## src/rtl/kbd_pkg.sv

```systemverilog
`default_nettype none
// +----------------------------------------------------------------------+
// | kbd_pkg : shared constants, parser encoding and scancode->ASCII LUT   |
// | Revision: 1.0                                                         |
// +----------------------------------------------------------------------+
package kbd_pkg;

  localparam logic [1:0] S_IDLE    = 2'd0;
  localparam logic [1:0] S_EXT     = 2'd1;
  localparam logic [1:0] S_BRK     = 2'd2;
  localparam logic [1:0] S_EXT_BRK = 2'd3;

  localparam logic [7:0] SC_EXT    = 8'hE0;
  localparam logic [7:0] SC_BRK    = 8'hF0;
  localparam logic [7:0] SC_LSHIFT = 8'h12;
  localparam logic [7:0] SC_RSHIFT = 8'h59;

  localparam logic [6:0] BLANK     = 7'h7F;

  // Set-2 scancodes of letters, digits and space; everything else is 00.
  function automatic logic [7:0] sc_to_ascii(input logic [7:0] sc);
    logic [7:0] a;
    case (sc)
      8'h1C: a = 8'h61;  8'h32: a = 8'h62;  8'h21: a = 8'h63;  8'h23: a = 8'h64;
      8'h24: a = 8'h65;  8'h2B: a = 8'h66;  8'h34: a = 8'h67;  8'h33: a = 8'h68;
      8'h43: a = 8'h69;  8'h3B: a = 8'h6A;  8'h42: a = 8'h6B;  8'h4B: a = 8'h6C;
      8'h3A: a = 8'h6D;  8'h31: a = 8'h6E;  8'h44: a = 8'h6F;  8'h4D: a = 8'h70;
      8'h15: a = 8'h71;  8'h2D: a = 8'h72;  8'h1B: a = 8'h73;  8'h2C: a = 8'h74;
      8'h3C: a = 8'h75;  8'h2A: a = 8'h76;  8'h1D: a = 8'h77;  8'h22: a = 8'h78;
      8'h35: a = 8'h79;  8'h1A: a = 8'h7A;
      8'h45: a = 8'h30;  8'h16: a = 8'h31;  8'h1E: a = 8'h32;  8'h26: a = 8'h33;
      8'h25: a = 8'h34;  8'h2E: a = 8'h35;  8'h36: a = 8'h36;  8'h3D: a = 8'h37;
      8'h3E: a = 8'h38;  8'h46: a = 8'h39;
      8'h29: a = 8'h20;
      default: a = 8'h00;
    endcase
    return a;
  endfunction

  function automatic logic is_lower(input logic [7:0] a);
    return (a >= 8'h61) && (a <= 8'h7A);
  endfunction

endpackage
`default_nettype wire

```

## src/rtl/kbd_hex7seg.sv

```systemverilog
`default_nettype none
// +----------------------------------------------------------------------+
// | kbd_hex7seg : 4-bit nibble to active-low {g,f,e,d,c,b,a} segments     |
// | Revision: 1.0                                                         |
// +----------------------------------------------------------------------+
module kbd_hex7seg (
  input  logic [3:0] nibble,
  output logic [6:0] seg
);

  always_comb begin
    case (nibble)
      4'h0: seg = 7'h40;
      4'h1: seg = 7'h79;
      4'h2: seg = 7'h24;
      4'h3: seg = 7'h30;
      4'h4: seg = 7'h19;
      4'h5: seg = 7'h12;
      4'h6: seg = 7'h02;
      4'h7: seg = 7'h78;
      4'h8: seg = 7'h00;
      4'h9: seg = 7'h10;
      4'hA: seg = 7'h08;
      4'hB: seg = 7'h03;
      4'hC: seg = 7'h46;
      4'hD: seg = 7'h21;
      4'hE: seg = 7'h06;
      default: seg = 7'h0E;
    endcase
  end

endmodule
`default_nettype wire

```

## src/rtl/kbd_scan_ctrl.sv

```systemverilog
`default_nettype none
// +----------------------------------------------------------------------+
// | kbd_scan_ctrl : PS/2 scancode parser, held-key tracker, 6-digit HEX   |
// | Optional macro KBD_SHIFT_EN: shift keys select uppercase letters.     |
// | Revision: 1.0                                                         |
// +----------------------------------------------------------------------+
module kbd_scan_ctrl #(
  parameter int         CNT_W = 8,
  parameter logic [6:0] BLANK = 7'h7F
) (
  input  logic             clk,
  input  logic             rst,
  input  logic [7:0]       ps2_data,
  input  logic             ps2_valid,
  output logic             ps2_ready,
  output logic [7:0]       key_code,
  output logic [7:0]       key_ascii,
  output logic             key_ext,
  output logic             key_active,
  output logic [CNT_W-1:0] press_cnt,
  output logic [6:0]       hex0,
  output logic [6:0]       hex1,
  output logic [6:0]       hex2,
  output logic [6:0]       hex3,
  output logic [6:0]       hex4,
  output logic [6:0]       hex5
);

  import kbd_pkg::*;

  logic [1:0]       r_state;
  logic [7:0]       r_byte;
  logic             r_rdy;
  logic             r_dec;
  logic [7:0]       r_key_code;
  logic [7:0]       r_key_ascii;
  logic             r_key_ext;
  logic             r_key_active;
  logic [CNT_W-1:0] r_press_cnt;

  logic [1:0]       w_state_nxt;
  logic             w_make;
  logic             w_brk;
  logic             w_ext;
  logic             w_match;
  logic             w_shift_code;
  logic [7:0]       w_ascii;
  logic [7:0]       w_cnt8;
  logic [23:0]      w_nibs;
  logic [6:0]       w_seg [6];

  always_comb begin
    w_state_nxt = r_state;
    w_make      = 1'b0;
    w_brk       = 1'b0;
    w_ext       = 1'b0;
    case (r_state)
      S_IDLE: begin
        if (r_byte == SC_EXT)      w_state_nxt = S_EXT;
        else if (r_byte == SC_BRK) w_state_nxt = S_BRK;
        else                       w_make      = 1'b1;
      end
      S_EXT: begin
        if (r_byte == SC_BRK) begin
          w_state_nxt = S_EXT_BRK;
        end else if (r_byte != SC_EXT) begin
          w_make      = 1'b1;
          w_ext       = 1'b1;
          w_state_nxt = S_IDLE;
        end
      end
      S_BRK, S_EXT_BRK: begin
        // Stray prefixes inside a break sequence are swallowed.
        if ((r_byte != SC_EXT) && (r_byte != SC_BRK)) begin
          w_brk       = 1'b1;
          w_ext       = (r_state == S_EXT_BRK);
          w_state_nxt = S_IDLE;
        end
      end
      default: w_state_nxt = S_IDLE;
    endcase
  end

  assign w_match = r_key_active && ({w_ext, r_byte} == {r_key_ext, r_key_code});

`ifdef KBD_SHIFT_EN
  logic r_shift;

  assign w_shift_code = (r_byte == SC_LSHIFT) || (r_byte == SC_RSHIFT);

  always_ff @(posedge clk or negedge rst) begin
    if (!rst) begin
      r_shift <= 1'b0;
    end else if (r_dec && w_shift_code) begin
      if (w_make)     r_shift <= 1'b1;
      else if (w_brk) r_shift <= 1'b0;
    end
  end

  always_comb begin
    w_ascii = w_ext ? 8'h00 : sc_to_ascii(r_byte);
    if (r_shift && is_lower(w_ascii)) w_ascii = w_ascii - 8'h20;
  end
`else
  assign w_shift_code = 1'b0;
  assign w_ascii      = w_ext ? 8'h00 : sc_to_ascii(r_byte);
`endif

  // One byte is accepted, then one decode cycle with ready low.
  always_ff @(posedge clk or negedge rst) begin
    if (!rst) begin
      r_state      <= S_IDLE;
      r_byte       <= 8'h00;
      r_rdy        <= 1'b0;
      r_dec        <= 1'b0;
      r_key_code   <= 8'h00;
      r_key_ascii  <= 8'h00;
      r_key_ext    <= 1'b0;
      r_key_active <= 1'b0;
      r_press_cnt  <= '0;
    end else if (r_dec) begin
      r_dec   <= 1'b0;
      r_rdy   <= 1'b1;
      r_state <= w_state_nxt;
      if (w_make && !w_shift_code && !w_match) begin
        r_key_code   <= r_byte;
        r_key_ext    <= w_ext;
        r_key_ascii  <= w_ascii;
        r_key_active <= 1'b1;
        r_press_cnt  <= r_press_cnt + CNT_W'(1);
      end
      if (w_brk && !w_shift_code && w_match) begin
        r_key_active <= 1'b0;
      end
    end else if (ps2_valid && r_rdy) begin
      r_byte <= ps2_data;
      r_rdy  <= 1'b0;
      r_dec  <= 1'b1;
    end else begin
      r_rdy <= 1'b1;
    end
  end

  generate
    if (CNT_W >= 8) begin : g_cnt_wide
      assign w_cnt8 = r_press_cnt[7:0];
    end else begin : g_cnt_narrow
      assign w_cnt8 = {{(8 - CNT_W){1'b0}}, r_press_cnt};
    end
  endgenerate

  assign w_nibs = {w_cnt8, r_key_ascii, r_key_code};

  generate
    for (genvar i = 0; i < 6; i++) begin : g_hex
      kbd_hex7seg u_seg (
        .nibble (w_nibs[4*i +: 4]),
        .seg    (w_seg[i])
      );
    end
  endgenerate

  assign ps2_ready  = r_rdy;
  assign key_code   = r_key_code;
  assign key_ascii  = r_key_ascii;
  assign key_ext    = r_key_ext;
  assign key_active = r_key_active;
  assign press_cnt  = r_press_cnt;

  assign hex0 = r_key_active ? w_seg[0] : BLANK;
  assign hex1 = r_key_active ? w_seg[1] : BLANK;
  assign hex2 = r_key_active ? w_seg[2] : BLANK;
  assign hex3 = r_key_active ? w_seg[3] : BLANK;
  assign hex4 = w_seg[4];
  assign hex5 = w_seg[5];

endmodule
`default_nettype wire

```

## config.mk

```make
export PLATFORM = sky130hd
export DESIGN_NAME = kbd_scan_ctrl
export DESIGN_NICKNAME = d
export VERILOG_FILES = /design/src/rtl/kbd_pkg.sv /design/src/rtl/kbd_hex7seg.sv /design/src/rtl/kbd_scan_ctrl.sv
export SDC_FILE = /design/constraint.sdc
export NUM_CORES = 1
export LEC_CHECK = 0
export CAP_MARGIN = 20
export CELL_PAD_IN_SITES_DETAIL_PLACEMENT = 2
export CELL_PAD_IN_SITES_GLOBAL_PLACEMENT = 2
export CORE_ASPECT_RATIO = 1.4
export CORE_MARGIN = 2
export CORE_UTILIZATION = 31
export DETAILED_ROUTE_END_ITERATION = 16
export PLACE_DENSITY_LB_ADDON = 0.15
export SLEW_MARGIN = 0
export SYNTH_ARGS = -nofsm -noshare
export SYNTH_HDL_FRONTEND = slang
export SYNTH_SLANG_ARGS = --single-unit
```

## constraint.sdc

```tcl
create_clock -name clk -period 2.78 [get_ports clk]
set_input_delay 0.417 -clock clk [delete_from_list [all_inputs] [get_ports clk]]
set_output_delay 0.417 -clock clk [all_outputs]
set_load 0.01 [all_outputs]
```

==> flow_summary_export.csv <==
group,metric,value,unit
sta,setup_viol,0,
power,finalPower,5330,uW
sta,maxSlewHeadroom,42.9,%
clock_network,htree_num_levels,2,
synthesis,synthCells,456,
floorplanning,coreArea,12200,sq um
global_route,top_usage_layer,"met2",
floorplanning,fp.dieW,97.9,um
cells_and_area,synthToLayoutAreaGrowth,30.4,%
synthesis,synthesis.nets,509,
global_route,grt_use_met1,24.5,%
synthesis,synth_area,3820,sq um
synthesis,ys_types,64,
place,detailedPlace.worstSlack,0.251,ns
place,dp_hpwl,9.84,mm
worst_hold_path,hold_path_class,"input port to async pin",
clock_network,cts_buffer_depth,2,
synthesis,synth_area_per_cell,8.39,sq um
cells_and_area,final_cell_area,4990,sq um
global_route,grt_max_degree,38,
synthesis,yosys_warnings,0,
sta,worst_pin_slew,0.857,ns
global_route,globalRouteMet2Util,35.7,%
drt,drtIter0Drc,105,
floorplanning,dieArea,13300,sq um
sta,drv_slew,0,
sta,fin_crit,2.69,ns
power,ir_worst_vdd,352,uV
floorplanning,ios,80,
clock_network,cts-hold-fix-buffers,0,
clock_network,clkTransAtPathRegs,0.06,ns
sta,finalWorstSetupSlack,0.0867,ns
cells_and_area,layout.cells.non_filler,678,
cells_and_area,antennaDiodeCount,0,
cells_and_area,num-nets-final,580,
critical_path,r2r_cells,8,
floorplanning,die_h,135,um
global_route,grt_pass1_vias,3921,
synthesis,async_flop_share,100,%
job,max_cap_viol_count,0,
clock_network,clock_latency,0.28,ns
floorplanning,initial_utilization,31.4,%
critical_path,critical_path.startpoint,"key_code[0]$_DFFE_PN0P_",
global_route,grt.total_usage,19.3,%
global_route,grt-ovfl-total,0,
clock_network,cts_tree,"yes",
floorplanning,placement_rows,48,
place,place_inst,665,
critical_path,critPathCaptureType,"output port",
power,power_density,1070,nW/um^2
critical_path,crit_type,"register to output port",
global_route,grt.met3_usage,2.01,%
power,power_leakage,0.00205,uW
synthesis,yosys_register_bits,37,
critical_path,worst-path-max-fanout,6,
place,place_area,4760,sq um
cells_and_area,fill_cells,1380,
global_route,antenna_found_initial,0,
cells_and_area,drive_above_1_share,11.4,%
synthesis,yosysSeqAreaShare,24.2,%
outcome,status,"finished clean",
drt,drc,0,
cells_and_area,final_util,40.9,%
drt,firstDrtPassIters,4,
drt,wire_per_inst,18.8,um
synthesis,synth_edf_count,0,
drt,dr_total_vias,3653,
drt,routed_wl,12.8,mm
place,io_buffers,78,
critical_path,reg2reg_from,"r_byte[0]$_DFFE_PN0P_",
critical_path,cp.required,2.36,ns
place,gp_congestion,0.861,
critical_path,arrival,2.28,ns
clock_network,root_buffer,"clkbuf_16",
sta,worst_clock_skew,0.00470,ns
drt,ant_nets,0,
critical_path,critical_path.startpoint_type,"register",
synthesis,ys.flop_type,"dfrtp_1",
global_route,grt_pass1_wl,21.0,mm
sta,finalCritPeriodShare,96.9,%
sta,finalHoldViolCount,0,
sta,max_freq,371,MHz
clock_network,cts_buffers,5,
clock_network,numClockSinks,37,
drt,via_per_inst,5.39,
-- sequential cells by signal (all words and copies together), names as in the netlist --
signal,flops
r_state,2
key_active,1
key_code,8
ps2_ready,1
press_cnt,8
r_dec,1
key_ext,1
r_byte,8
key_ascii,7
-- worst paths after layout --
kind	to	slack, ns
max in group asynchronous	key_code[4]$_DFFE_PN0P_	1.93
setup / recovery	hex0[3]	0.09
hold reg to reg	r_state[0]$_DFFE_PN0P_	0.59
min in group clk	r_state[0]$_DFFE_PN0P_	0.59
hold / removal	ps2_ready$_DFF_PN0_	0.25
setup reg to reg	key_ascii[0]$_DFFE_PN0P_	0.45
-- power breakdown --
part	switching [uW]	internal, uW
sequential	355	711
clock	217	448
combinational	1750	1850
total	2320	3010
-- what timing repair did --
item / in CTS / in global routing
buffers inserted: 0 / 5
setup endpoints to repair: 1 / 6
cloned: 0 / 0
gates resized for setup: 2 / 9
-- placed cells by master, fill, tap and decap left out, types with 2 or more instances in the layout --
cell type / synthesis / final
xor2_1: 4 / 4
a211oi_1: 6 / 6
nor3_1: 6 / 6
nor2_1: 19 / 19
mux2i_1: 20 / 20
nand2b_1: 13 / 13
ha_1: 42 / 41
dfrtp_2: 0 / 8
buf_4: 4 / 22
nand3_1: 12 / 12
dfrtp_1: 37 / 29
nor3b_1: 2 / 2
nor4_1: 2 / 2
o221ai_1: 2 / 2
a21oi_1: 14 / 14
nand4_1: 4 / 4
o21ai_0: 39 / 39
clkdlybuf4s50_1: 0 / 76
a31oi_1: 3 / 3
or3_1: 2 / 2
mux4_2: 5 / 5
o21ai_1: 6 / 6
inv_2: 1 / 2
a22o_1: 2 / 2
o311ai_0: 3 / 3
a32o_1: 2 / 2
o31a_1: 4 / 4
o211ai_1: 17 / 17
xnor2_1: 13 / 13
a21boi_0: 7 / 7
nand2_1: 50 / 50
inv_1: 34 / 33
clkbuf_16: 0 / 5
nor2b_1: 5 / 5
a311oi_1: 6 / 6
mux2_4: 5 / 5
o31ai_1: 6 / 6
-- metrics by stage --
stage,hold WS (ns),setup TNS (ns)
after detailed placement,0.554,0
after global routing,0.316,-0.0318
after CTS,0.286,0
final,0.247,0
after global placement,0.549,0
after floorplan,0.121,0
-- Yosys cell counts (3+ instances only) --
| cell type | n | area share (%) |
|---|---|---|
| o31ai_1 | 6 | 1.2 |
| clkbuf_1 | 13 | 1.3 |
| a21boi_0 | 7 | 1.4 |
| buf_4 | 4 | 0.79 |
| o211ai_1 | 17 | 3.3 |
| mux2i_1 | 20 | 5.2 |
| o311ai_0 | 3 | 0.69 |
| xnor2_1 | 13 | 3.0 |
| nor3_1 | 6 | 0.79 |
| nand2_1 | 50 | 4.9 |
| nor2_1 | 19 | 1.9 |
| o31a_1 | 4 | 0.92 |
| dfrtp_1 | 37 | 24 |
| buf_2 | 14 | 1.8 |
| nand2b_1 | 13 | 2.1 |
| a21oi_1 | 14 | 1.8 |
| inv_1 | 34 | 3.3 |
| a31oi_1 | 3 | 0.49 |
| buf_1 | 5 | 0.49 |
| a311oi_1 | 6 | 1.4 |
| ha_1 | 42 | 14 |
| o21ai_0 | 39 | 5.1 |
| xor2_1 | 4 | 0.92 |
| a211oi_1 | 6 | 1.2 |
| nand4_1 | 4 | 0.65 |
| mux2_4 | 5 | 2.0 |
| nor2b_1 | 5 | 0.82 |
| o21ai_1 | 6 | 0.79 |
| nand3_1 | 12 | 1.6 |
| mux4_2 | 5 | 2.9 |
-- critical path: stages, from the launching register on --
cell and delay (ns):
dfrtp_2 0.39, inv_1 0.13, ha_1 0.35, inv_1 0.05, mux4_2 0.46, inv_1 0.08, nand2_1 0.05, clkdlybuf4s50_1 0.49
-- cells by family after synthesis --
group / Yosys count / synth area share (%)
AOI/OAI and AO/OA: 130 / 23.3
xor gates and xnor gates: 17 / 3.89
adders and majority gates: 42 / 13.7
buffers and inverters: 72 / 7.95
DFF: 37 / 24.2
muxes: 31 / 10.4
other: 1 / 0.0980
and+or+nand+nor: 126 / 16.4
-- layout make-up --
cell class                      count  area, sq um  share of cell area, %
Clock buffer                        7          143                   2.86
Inverter                           35          131                   2.63
Sequential cell                    37          936                   18.8
Timing Repair Buffer              101          963                   19.3
Multi-Input combinational cell    347         2600                   52.1
Clock inverter                      1         30.0                  0.602
Tap cell                          150          188                   3.76
-- metal layers --
| metal | vias to the layer above | wire, um | part of all wire (%) |
|---|---|---|---|
| li1 | 1755 | - | - |
| met1 | 1838 | 5580 | 44 |
| met2 | 55 | 6810 | 53 |
| met3 | 5 | 302 | 2.4 |
| met4 | 0 | 76 | 0.60 |
| met5 | - | 0 | 0 |
No activity file was read; power rests on OpenSTA's default activity.
